### src/rtl/cmp_sort_ctrl.sv
// ----------------------------------------------------------------------------
// cmp_sort_ctrl
// Sequencing controller for a shared external W-bit magnitude comparator.
// Collects a burst of N unsigned words, bubble-sorts them into descending
// order with one external compare per cycle, then streams them out over a
// valid/ready handshake.
//
// Optional feature macro: SORT_SWAP_CNT_EN
//   When defined, adds the 8-bit output swap_cnt, which counts swaps made
//   during SORT. It is cleared on reset and on entry to LOAD, and holds its
//   value through OUT.
//
// Ports:
//   clk        in   rising-edge clock
//   rst_n      in   asynchronous active-low reset
//   in_valid   in   input word valid
//   in_data    in   input word [W-1:0]
//   in_ready   out  high in LOAD (an input word is accepted this cycle)
//   cmp_a      out  to comparator DataA
//   cmp_b      out  to comparator DataB
//   cmp_ageb   in   from comparator AGEB (1 when cmp_a >= cmp_b)
//   out_valid  out  sorted word valid
//   out_data   out  sorted word [W-1:0]
//   out_last   out  marks the N-th output word
//   out_ready  in   consumer accepts out_data
//   busy       out  high in every state except IDLE
//   swap_cnt   out  swap count [7:0] (SORT_SWAP_CNT_EN only)
// ----------------------------------------------------------------------------
module cmp_sort_ctrl #(
   parameter int unsigned N = 4,
   parameter int unsigned W = 8
) (
   input  logic         clk,
   input  logic         rst_n,
   input  logic         in_valid,
   input  logic [W-1:0] in_data,
   output logic         in_ready,
   output logic [W-1:0] cmp_a,
   output logic [W-1:0] cmp_b,
   input  logic         cmp_ageb,
   output logic         out_valid,
   output logic [W-1:0] out_data,
   output logic         out_last,
   input  logic         out_ready,
   output logic         busy
`ifdef SORT_SWAP_CNT_EN
   ,
   output logic [7:0]   swap_cnt
`endif
);

   localparam int unsigned IW = $clog2(N);
   localparam logic [IW-1:0] LastIdx = IW'(N - 1);
   localparam logic [IW-1:0] LastCmp = IW'(N - 2);

   typedef enum logic [1:0] {StIdle, StLoad, StSort, StOut} state_e;

   state_e         r_state;
   state_e         w_state_nxt;

   logic [W-1:0]   r_buf [N];
   logic [IW-1:0]  r_wr_idx;
   logic [IW-1:0]  r_rd_idx;
   logic [IW-1:0]  r_p;
   logic [IW-1:0]  r_j;
   logic           r_swapped;
   logic [W-1:0]   r_cmp_a_hold;
   logic [W-1:0]   r_cmp_b_hold;

   logic [IW-1:0]  w_j1;
   logic           w_pass_end;
   logic           w_swap;
   logic           w_pass_swapped;
   logic           w_sort_done;

   assign w_j1           = r_j + IW'(1);
   assign w_pass_end     = (r_j == (LastCmp - r_p));
   assign w_swap         = (r_state == StSort) && !cmp_ageb;
   // Swap flag for the pass including the compare happening this cycle.
   assign w_pass_swapped = r_swapped || !cmp_ageb;
   assign w_sort_done    = (r_state == StSort) && w_pass_end &&
                           (!w_pass_swapped || (r_p == LastCmp));

   // -------------------------------------------------------------------------
   // State register
   // -------------------------------------------------------------------------
   always_ff @(posedge clk or negedge rst_n) begin
      if (!rst_n) begin
         r_state <= StIdle;
      end else begin
         r_state <= w_state_nxt;
      end
   end

   // -------------------------------------------------------------------------
   // Next-state logic
   // -------------------------------------------------------------------------
   always_comb begin
      w_state_nxt = r_state;
      unique case (r_state)
         StIdle: w_state_nxt = StLoad;
         StLoad: begin
            if (in_valid && (r_wr_idx == LastIdx)) begin
               w_state_nxt = StSort;
            end
         end
         StSort: begin
            if (w_sort_done) begin
               w_state_nxt = StOut;
            end
         end
         StOut: begin
            if (out_ready && (r_rd_idx == LastIdx)) begin
               w_state_nxt = StIdle;
            end
         end
         default: w_state_nxt = StIdle;
      endcase
   end

   // -------------------------------------------------------------------------
   // Datapath: buffer, indices, pass bookkeeping, compare-operand hold
   // -------------------------------------------------------------------------
   always_ff @(posedge clk or negedge rst_n) begin
      if (!rst_n) begin
         for (int i = 0; i < int'(N); i++) begin
            r_buf[i] <= '0;
         end
         r_wr_idx     <= '0;
         r_rd_idx     <= '0;
         r_p          <= '0;
         r_j          <= '0;
         r_swapped    <= 1'b0;
         r_cmp_a_hold <= '0;
         r_cmp_b_hold <= '0;
      end else begin
         unique case (r_state)
            StLoad: begin
               if (in_valid) begin
                  r_buf[r_wr_idx] <= in_data;
                  if (r_wr_idx == LastIdx) begin
                     r_wr_idx  <= '0;
                     r_p       <= '0;
                     r_j       <= '0;
                     r_swapped <= 1'b0;
                  end else begin
                     r_wr_idx <= r_wr_idx + IW'(1);
                  end
               end
            end
            StSort: begin
               // Keep the operands visible on cmp_a/cmp_b after SORT ends.
               r_cmp_a_hold <= r_buf[r_j];
               r_cmp_b_hold <= r_buf[w_j1];
               if (!cmp_ageb) begin
                  r_buf[r_j]  <= r_buf[w_j1];
                  r_buf[w_j1] <= r_buf[r_j];
               end
               if (w_pass_end) begin
                  if (w_sort_done) begin
                     r_rd_idx <= '0;
                  end else begin
                     r_p       <= r_p + IW'(1);
                     r_j       <= '0;
                     r_swapped <= 1'b0;
                  end
               end else begin
                  r_j       <= w_j1;
                  r_swapped <= w_pass_swapped;
               end
            end
            StOut: begin
               if (out_ready) begin
                  r_rd_idx <= (r_rd_idx == LastIdx) ? '0 : r_rd_idx + IW'(1);
               end
            end
            default: ;
         endcase
      end
   end

`ifdef SORT_SWAP_CNT_EN
   logic [7:0] r_swap_cnt;

   // IDLE always proceeds to LOAD, so clearing in IDLE clears on LOAD entry.
   always_ff @(posedge clk or negedge rst_n) begin
      if (!rst_n) begin
         r_swap_cnt <= '0;
      end else if (r_state == StIdle) begin
         r_swap_cnt <= '0;
      end else if (w_swap) begin
         r_swap_cnt <= r_swap_cnt + 8'd1;
      end
   end

   assign swap_cnt = r_swap_cnt;
`endif

   // -------------------------------------------------------------------------
   // Output logic
   // -------------------------------------------------------------------------
   always_comb begin
      in_ready  = 1'b0;
      out_valid = 1'b0;
      out_data  = '0;
      out_last  = 1'b0;
      busy      = (r_state != StIdle);
      cmp_a     = r_cmp_a_hold;
      cmp_b     = r_cmp_b_hold;
      unique case (r_state)
         StLoad: in_ready = 1'b1;
         StSort: begin
            cmp_a = r_buf[r_j];
            cmp_b = r_buf[w_j1];
         end
         StOut: begin
            out_valid = 1'b1;
            out_data  = r_buf[r_rd_idx];
            out_last  = (r_rd_idx == LastIdx);
         end
         default: ;
      endcase
   end

endmodule

### config.mk
export PLATFORM = sky130hd
export DESIGN_NAME = cmp_sort_ctrl
export DESIGN_NICKNAME = d
export VERILOG_FILES = /design/src/rtl/cmp_sort_ctrl.sv
export SDC_FILE = /design/constraint.sdc
export NUM_CORES = 1
export LEC_CHECK = 0
export ABC_AREA = 1
export CAP_MARGIN = 20
export CELL_PAD_IN_SITES_DETAIL_PLACEMENT = 0
export CELL_PAD_IN_SITES_GLOBAL_PLACEMENT = 1
export CORE_MARGIN = 3
export CORE_UTILIZATION = 38
export CTS_BUF_LIST = sky130_fd_sc_hd__clkbuf_2 sky130_fd_sc_hd__clkbuf_4 sky130_fd_sc_hd__clkbuf_8
export CTS_CLUSTER_DIAMETER = 80
export DETAILED_ROUTE_END_ITERATION = 16
export GPL_ROUTABILITY_DRIVEN = 0
export PLACE_DENSITY = 0.78
export SYNTH_ARGS = -nofsm -noshare
export SYNTH_HDL_FRONTEND = slang
export SYNTH_SLANG_ARGS = --single-unit
### constraint.sdc
create_clock -name clk -period 2.3 [get_ports clk]
set_clock_uncertainty 0.2 [all_clocks]
set_input_delay 0.345 -clock clk [delete_from_list [all_inputs] [get_ports clk]]
set_output_delay 0.345 -clock clk [all_outputs]
set_load 0.1 [all_outputs]
# ---- Word level (Yosys, flattened, before mapping)
# Cells that the tools add are included.
dict set report word_totals {
  register_bits 59
  inputBits 13
  output_inout_bits 28
  elab_cells 116
}
dict set report op_classes {
  n_addsub 5
  n_lt_le_gt_ge 7
  eq_ne 17
  n_mux 50
  bitwise_logic 4
  reduce_logical 21
}
# op n
set op_table {}
lappend op_table {{$bwmux W32} 3}
lappend op_table {{$mux W8} 12}
lappend op_table {{$mux W32} 2}
lappend op_table {{$pmux W32 S2} 1}
lappend op_table {{$bmux W8 S2} 3}
lappend op_table {{$demux W8 S2} 3}
lappend op_table {{$mux W2} 14}
lappend op_table {{$ne A2 B2 Y1 const B} 9}
lappend op_table {{$ge A3 B3 Y1 const B} 4}
lappend op_table {{$not A2 Y3} 4}
lappend op_table {{$pmux W2 S2} 3}
lappend op_table {{$eq A2 B2 Y1 const B} 5}
lappend op_table {{$lt A3 B1 Y1 const B} 3}
lappend op_table {{$add A2 B1 Y2 const B} 4}
lappend op_table {{$pmux W2 S4} 1}
lappend op_table {{$reduce_and A4 Y1} 2}
lappend op_table {{$logic_and A1 B1 Y1} 7}
lappend op_table {{$mux W1} 7}
lappend op_table {{$reduce_and A3 Y1} 2}
lappend op_table {{$reduce_bool A2 Y1} 3}
lappend op_table {{$reduce_and A5 Y1} 1}
lappend op_table {{$ne A3 B3 Y1 const B} 1}
lappend op_table {{$eq A2 B1 Y1 const B} 1}
lappend op_table {{$eq A2 B2 Y1} 1}
lappend op_table {{6 further kinds} 8}

# ---- Logic depth before layout (Yosys ltp)
# Gate-level depths: netlist (run 1).
dict set report logic_depth {
  ltp_word 9
  depth_mapped 12
  ltp_nobuf 11
}

# ---- Worst setup path after synthesis (run 1)
# No wires, ideal clock.
dict set report synth_timing {
  kind {register to register}
  startpoint {reg r_j[0]}
  endpoint {reg r_cmp_b_hold[0]}
  setup_time_ns 0.353
  arrival_ns 3.689
  required_ns 1.747
  setup_slack_ns -1.942
  stages_incl_launch_ff 10
  n_path_buf 3
  period_less_slack_ns 4.242
  path_cell_list {dfrtp_1 -> buf_2 -> inv_2 -> buf_4 -> ha_1 -> buf_2 -> inv_1 -> nand3_1 -> nand2_1 -> o21ai_0}
}
dict set report synth_via {
  elab_chain_cells 6
}
# element line
set synth_rtl {}
lappend synth_rtl {{start: declaration} 65} ;# logic [IW-1:0] r_j;
lappend synth_rtl {{start signal: assignment} 168} ;# r_j <= w_j1;
lappend synth_rtl {{$add A2 B1 Y2} 76} ;# assign w_j1 = r_j + IW'(1);
lappend synth_rtl {{$not A2 Y3} n/a}
lappend synth_rtl {{$bmux W8 S2} n/a}
lappend synth_rtl {{$mux W8 (3 in series)} n/a}
lappend synth_rtl {{net cmp_b[0]} 39} ;# output logic [W-1:0] cmp_b,
lappend synth_rtl {{end signal: assignment} 154} ;# r_cmp_b_hold <= r_buf[w_j1];
lappend synth_rtl {{end: declaration} 68} ;# logic [W-1:0] r_cmp_b_hold;
# The timed path passes the listed nets, and every way through them passes these cells. The select of a mux whose other input is x is not followed.
# A chain may end at the register's enable or synchronous reset.

# ---- Worst setup path in the final report (run 1)
dict set report layout_timing {
  startpoint {reg r_j[0]}
  endpoint {out cmp_b[5]}
}
dict set report layout_via {
  elab_chain_cells 6
}
# element line
set layout_rtl {}
lappend layout_rtl {{$add A2 B1 Y2} 76}
lappend layout_rtl {{$not A2 Y3 (not written as such)} 214} ;# cmp_b = r_buf[w_j1];
lappend layout_rtl {{$bmux W8 S2} 214}
lappend layout_rtl {{$mux W8 (not written as such) (2 in series)} 214}
lappend layout_rtl {{$mux W8} n/a}
lappend layout_rtl {{end: declaration} 39}
# No other way between the ends. The select of a mux whose other input is x is not followed.

==> results of run 1 <==
## area by class of cell
cell class	instances	area (µm²)	share of cell area (%)
clock buffer	14	174	2.70
clock inverter	2	10.0	0.156
sequential	59	1480	23.0
multi-input combinational	537	3010	46.8
tap	140	175	2.72
timing repair buffer	97	1290	20.0
inverter	73	295	4.59
## registers in the layout (all words and copies together) (netlist names)
register,count
r_buf,32
r_cmp_a_hold,8
r_cmp_b_hold,8
r_j,2
r_p,2
r_rd_idx,2
r_state,2
r_swapped,1
r_wr_idx,2
## path summary, 6_finish.rpt
| kind | startpoint | endpoint | slack, ns | depth (start not counted) |
|---|---|---|---|---|
| setup / recovery | r_j[0] | cmp_b[5] | -0.08 | 7 |
| max in group asynchronous | rst_n | r_rd_idx[0] | 1.26 | 3 |
| min in group asynchronous | rst_n | r_cmp_b_hold[1] | 0.33 | 3 |
| setup reg to reg | r_state[1] | r_buf[11] | 0.07 | 10 |
| hold reg to reg | r_p[1] | r_p[1] | 0.30 | 2 |
| hold / removal | r_p[1] | r_p[1] | 0.30 | 2 |
## Yosys cell counts
cell type,instances
buf_4,3
nor2_2,6
nor2_4,3
a21oi_1,25
or2_2,2
o21ai_0,31
nand2_2,5
nor3_1,2
nand4_1,3
a21oi_2,1
o211ai_1,7
inv_1,70
buf_6,1
buf_2,11
nand3b_1,2
inv_2,3
nand3_1,98
clkbuf_1,9
nand3_2,1
dfrtp_1,59
o21ai_1,1
nor2_1,124
nand2_1,209
ha_1,17
## metrics by stage
stage               utilization (%)  instance area, µm²  setup TNS, ns
floorplan                         -                4740         -0.931
global placement               52.5                5770              0
detailed placement             52.5                5770              0
CTS                            57.0                6260         -0.479
global route                   58.6                6440          -1.57
finish                         58.6                6440         -0.712
## worst reg2reg max path: cells and delay by family, from the launching register on
family | cells | cell delay (ns)
buffers and inverters | 3 | 0.45
flip-flops | 1 | 0.46
adder cells (fa/ha/maj) | 1 | 0.18
AND/OR/NAND/NOR | 6 | 0.82
## per-layer routing
metal	vias to the layer above	wire, µm
li1	2375	-
met5	-	0
met3	45	799
met4	0	679
met2	170	8110
met1	2352	6470
## repair_timing
item / CTS / global route
gates resized for setup: 41 / 31
hold buffers: 1 / 0
gates cloned: 3 / 0
endpoints found under the setup margin: 22 / 39
hold endpoints to repair: 59 / 0
pin swaps: 15 / 11
setup buffers: 10 / 7
## logic make-up (layout without fill, tap and decap cells)
logic type	count (synthesis)	after routing	share of synthesized area, %
AOI/OAI and AO/OA	65	65	7.98
adders and majority gates	17	17	4.90
buffers and inverters	97	186	9.14
DFF	59	59	34.0
and+or+nand+nor	455	455	44.0
==> flow_summary.yaml, run 1 <==
status:
  status: "finished, violations left"
  violations: "negative setup slack"
cts:
  ctsLongestPathBuffers: 2
  cts_made_buffers: 9
  cts.sinks: 59
  clkTransAtPathRegs_ns: 0.07
  tritoncts: "yes"
  cts_htree_levels: 3
  worstSkewPairLatency_ns: 0.36
  cts-root-buf: "clkbuf_8"
critical_path:
  critPathSlowestCell: "dfrtp_2"
  slowest_delay_ns: 0.42
  path_max_fanout: 8
  required_ns: 1.75
  crit_type: "register to primary output"
  critPathLaunchType: "register"
  crit_path_cell_trace: "inv_4 -> ha_4 -> inv_8 -> nand3_2 -> nand2_2 -> o21ai_4 -> buf_12"
  critPathBufInv: 3
  end_kind: "primary output"
  cp_top_family: "flip-flops"
  crit_arrival_ns: 1.83
floorplanning:
  row_count: 38
  core_area_um2: 11000
  die_w_um: 113
  die_h_um: 113
  io_pins: 41
  initial_core_util_pct: 39.5
  dieArea_um2: 12700
timing:
  setup_violations: 11
  hold_ws_ns: 0.297
  relSlewSlack_pct: 68.9
  drv_slew: 0
  fin_ws_ns: -0.0775
  period_share_pct: 103
  tightest_slew_ns: 0.467
  rsz0062_at_grt: "yes"
  hold_viol_final: 0
  max_freq_mhz: 421
  finalCriticalPeriod_ns: 2.38
grt:
  antenna_found_initial: 0
  met2_usage_pct: 44.8
  grt_pass1_wl_um: 26000
  grt_start_max_net_pins: 60
  use_met3_pct: 3.69
  first_global_vias: 5033
  met1_usage_pct: 31.1
  overflow: 0
  gr-usage-all-layers_pct: 25.8
  grt_busiest_layer: "met2"
logic_synthesis:
  synth_warnings: 0
  synth_cell_types: 24
  synth.avg_cell_area_um2: 6.27
  ys_seq_area_share_pct: 34.0
  synth_top_area_share_pct: 34.0
  synth_cells: 693
  syn_nets: 723
  synth_seq_cells: 59
  synth_area_um2: 4340
  synthTopCellsByArea: "dfrtp_1, nand2_1, nand3_1"
  yosysTopAreaCell: "dfrtp_1"
final_layout:
  nFillCells: 1019
  instances_no_fill: 922
  final_cell_mix: "nand2_1, nor2_1, nand3_1"
  drive_gt1_share_pct: 25.7
  final_common_cell: "nand2_1"
  area_growth_pct: 48.2
  final_net_count: 807
  diodes: 0
drt:
  drc: 0
  first_pass_iters: 5
  drtAntennaViolNets: 0
  vias: 4942
  drt_iter0_drc: 447
  vias_per_cell: 5.36
  drt-total-wl_um: 16100
  wl_per_cell_um: 17.4
placed_design:
  io_buffers: 40
  dp_hpwl_um: 11300
  dp.cells: 885
  dp_slack_ns: 0.0337
flow_run:
  maxCapViolCount: 0
worst_hold_path:
  hold_path.class: "register to register"
Power of run 1 is left out: the tool's default activity adds up to more than one toggle a clock period on the data nets, which glitch-free logic cannot reach.
==> inputs of run 2 (changes only) <==
CORE_UTILIZATION = 35   (was 38)
PLACE_DENSITY = 0.73   (was 0.78)
==> flow_summary.yaml, run 2 (synthesis results as in run 1) <==
critical_path:
  crit_type: "register to primary output"
  critPathLaunchType: "register"
  regToRegSetupSlack_ns: 0.15
  crit_arrival_ns: 1.87
  critPathBufInv: 3
  critPathSlowestCell: "dfrtp_2"
  r2r_cells: 10
  path_max_fanout: 8
  required_ns: 1.75
  slowest_delay_ns: 0.43
  end_kind: "primary output"
  cp_top_family: "flip-flops"
  rr_endpoint: "r_buf[18]"
  r2r-start: "r_state[0]"
  crit_path_cell_trace: "inv_4 -> ha_4 -> inv_8 -> nand3_4 -> nand2_4 -> o21ai_4 -> buf_12"
cts:
  worstSkewPairLatency_ns: 0.35
  ctsLongestPathBuffers: 2
  cts_htree_levels: 3
  cts-root-buf: "clkbuf_8"
  clkTransAtPathRegs_ns: 0.07
  cts_made_buffers: 9
  tritoncts: "yes"
  cts.sinks: 59
drt:
  first_pass_iters: 5
  drtAntennaViolNets: 0
  drt-total-wl_um: 14900
  drt_iter0_drc: 281
  vias: 4766
  wl_per_cell_um: 15.6
  drc: 0
  vias_per_cell: 4.97
floorplanning:
  initial_core_util_pct: 36.0
  dieArea_um2: 13800
  die_h_um: 117
  die_w_um: 117
  io_pins: 41
  core_area_um2: 12100
  row_count: 40
timing:
  setup_violations: 14
  rsz0062_at_grt: "yes"
  tightest_slew_ns: 0.387
  fin_tns_setup_ns: -0.950
  period_share_pct: 105
  relSlewSlack_pct: 73.9
  finalCriticalPeriod_ns: 2.42
  fin_ws_ns: -0.117
  hold_viol_final: 0
  drv_slew: 0
  max_freq_mhz: 414
final_layout:
  instances_no_fill: 959
  multi_input_area_um2: 3040
  final_common_cell: "nand2_1"
  drive_gt1_share_pct: 25.8
  largest_reg_flops: 32
  final_net_count: 816
  utilization_pct: 53.9
  diodes: 0
  reg_top3: "r_buf x32, r_cmp_a_hold x8, r_cmp_b_hold x8"
  seqCellArea_um2: 1480
  final_cell_mix: "nand2_1, nor2_1, nand3_1"
  stdcell_area_um2: 6500
  nFillCells: 1175
  regMostFlops: "r_buf"
  area_growth_pct: 49.8
status:
  status: "finished, violations left"
  violations: "negative setup slack"
grt:
  gr-usage-all-layers_pct: 21.7
  antenna_found_initial: 0
  grt_pass1_wl_um: 24200
  first_global_vias: 4735
  overflow: 0
  grt_start_max_net_pins: 60
placed_design:
  io_buffers: 40
  dp_hpwl_um: 11300
  dp.cells: 909
  placed_area_um2: 5760
worst_hold_path:
  hold_path.class: "register to register"
  min_path_cells: 2
  worstHoldStart: "r_p[1]"
  hold_end: "r_p[1]"
flow_run:
  maxCapViolCount: 0
## run 2: worst register-to-register path, delay by kind of cell, from the launching register on
kind / cells / cell delay, ns
adders and majority gates: 1 / 0.18
buffers and inverters: 3 / 0.40
DFF: 1 / 0.40
and+or+nand+nor: 6 / 0.87
## run 2: metrics by stage
step / hold slack (ns) / worst slack, ns
after floorplan: -0.151 / -0.159
final: 0.303 / -0.117
after global routing: 0.333 / -0.178
after CTS: 0.307 / -0.130
after global placement: 0.185 / 0.151
after detailed placement: 0.189 / 0.0652
## run 2: how the worst max path moves through the flow
| stage | start | end | slack (ns) | depth (start not counted) |
|---|---|---|---|---|
| floorplan | r_j[0] | cmp_b[3] | -0.16 | 9 |
| finish | r_j[0] | cmp_b[5] | -0.12 | 7 |
| detailed placement | r_state[0] | r_buf[12] | 0.07 | 10 |
| global placement | r_state[0] | r_buf[18] | 0.15 | 10 |
| global route | r_j[0] | cmp_b[0] | -0.18 | 7 |
| CTS | r_j[0] | cmp_b[2] | -0.13 | 7 |
## run 2: repair_timing
item	CTS	global route
setup endpoints to repair	18	57
gates cloned	1	0
setup buffers	10	22
hold buffers	1	0
pin swaps	20	15
gates resized for setup	42	26
hold endpoints to repair	59	0
## run 2: area by class of cell
class / instances / area share [%]
multi-input combinational: 537 / 46.7
tap: 168 / 3.23
sequential: 59 / 22.8
timing repair buffer: 106 / 19.8
clock buffer: 10 / 2.02
inverter: 73 / 4.52
clock inverter: 6 / 0.885
## run 2: layer usage
layer	share of wire [%]	vias to the layer above	wire length [µm]	GRT usage [%]
li1	-	2381	-	-
met1	41	2263	6120	25.7
met2	54	98	8040	40.2
met3	2.7	24	404	2.89
met4	2.4	0	363	7.18
met5	0	-	0	0
Power of run 2 is left out for the same reason.
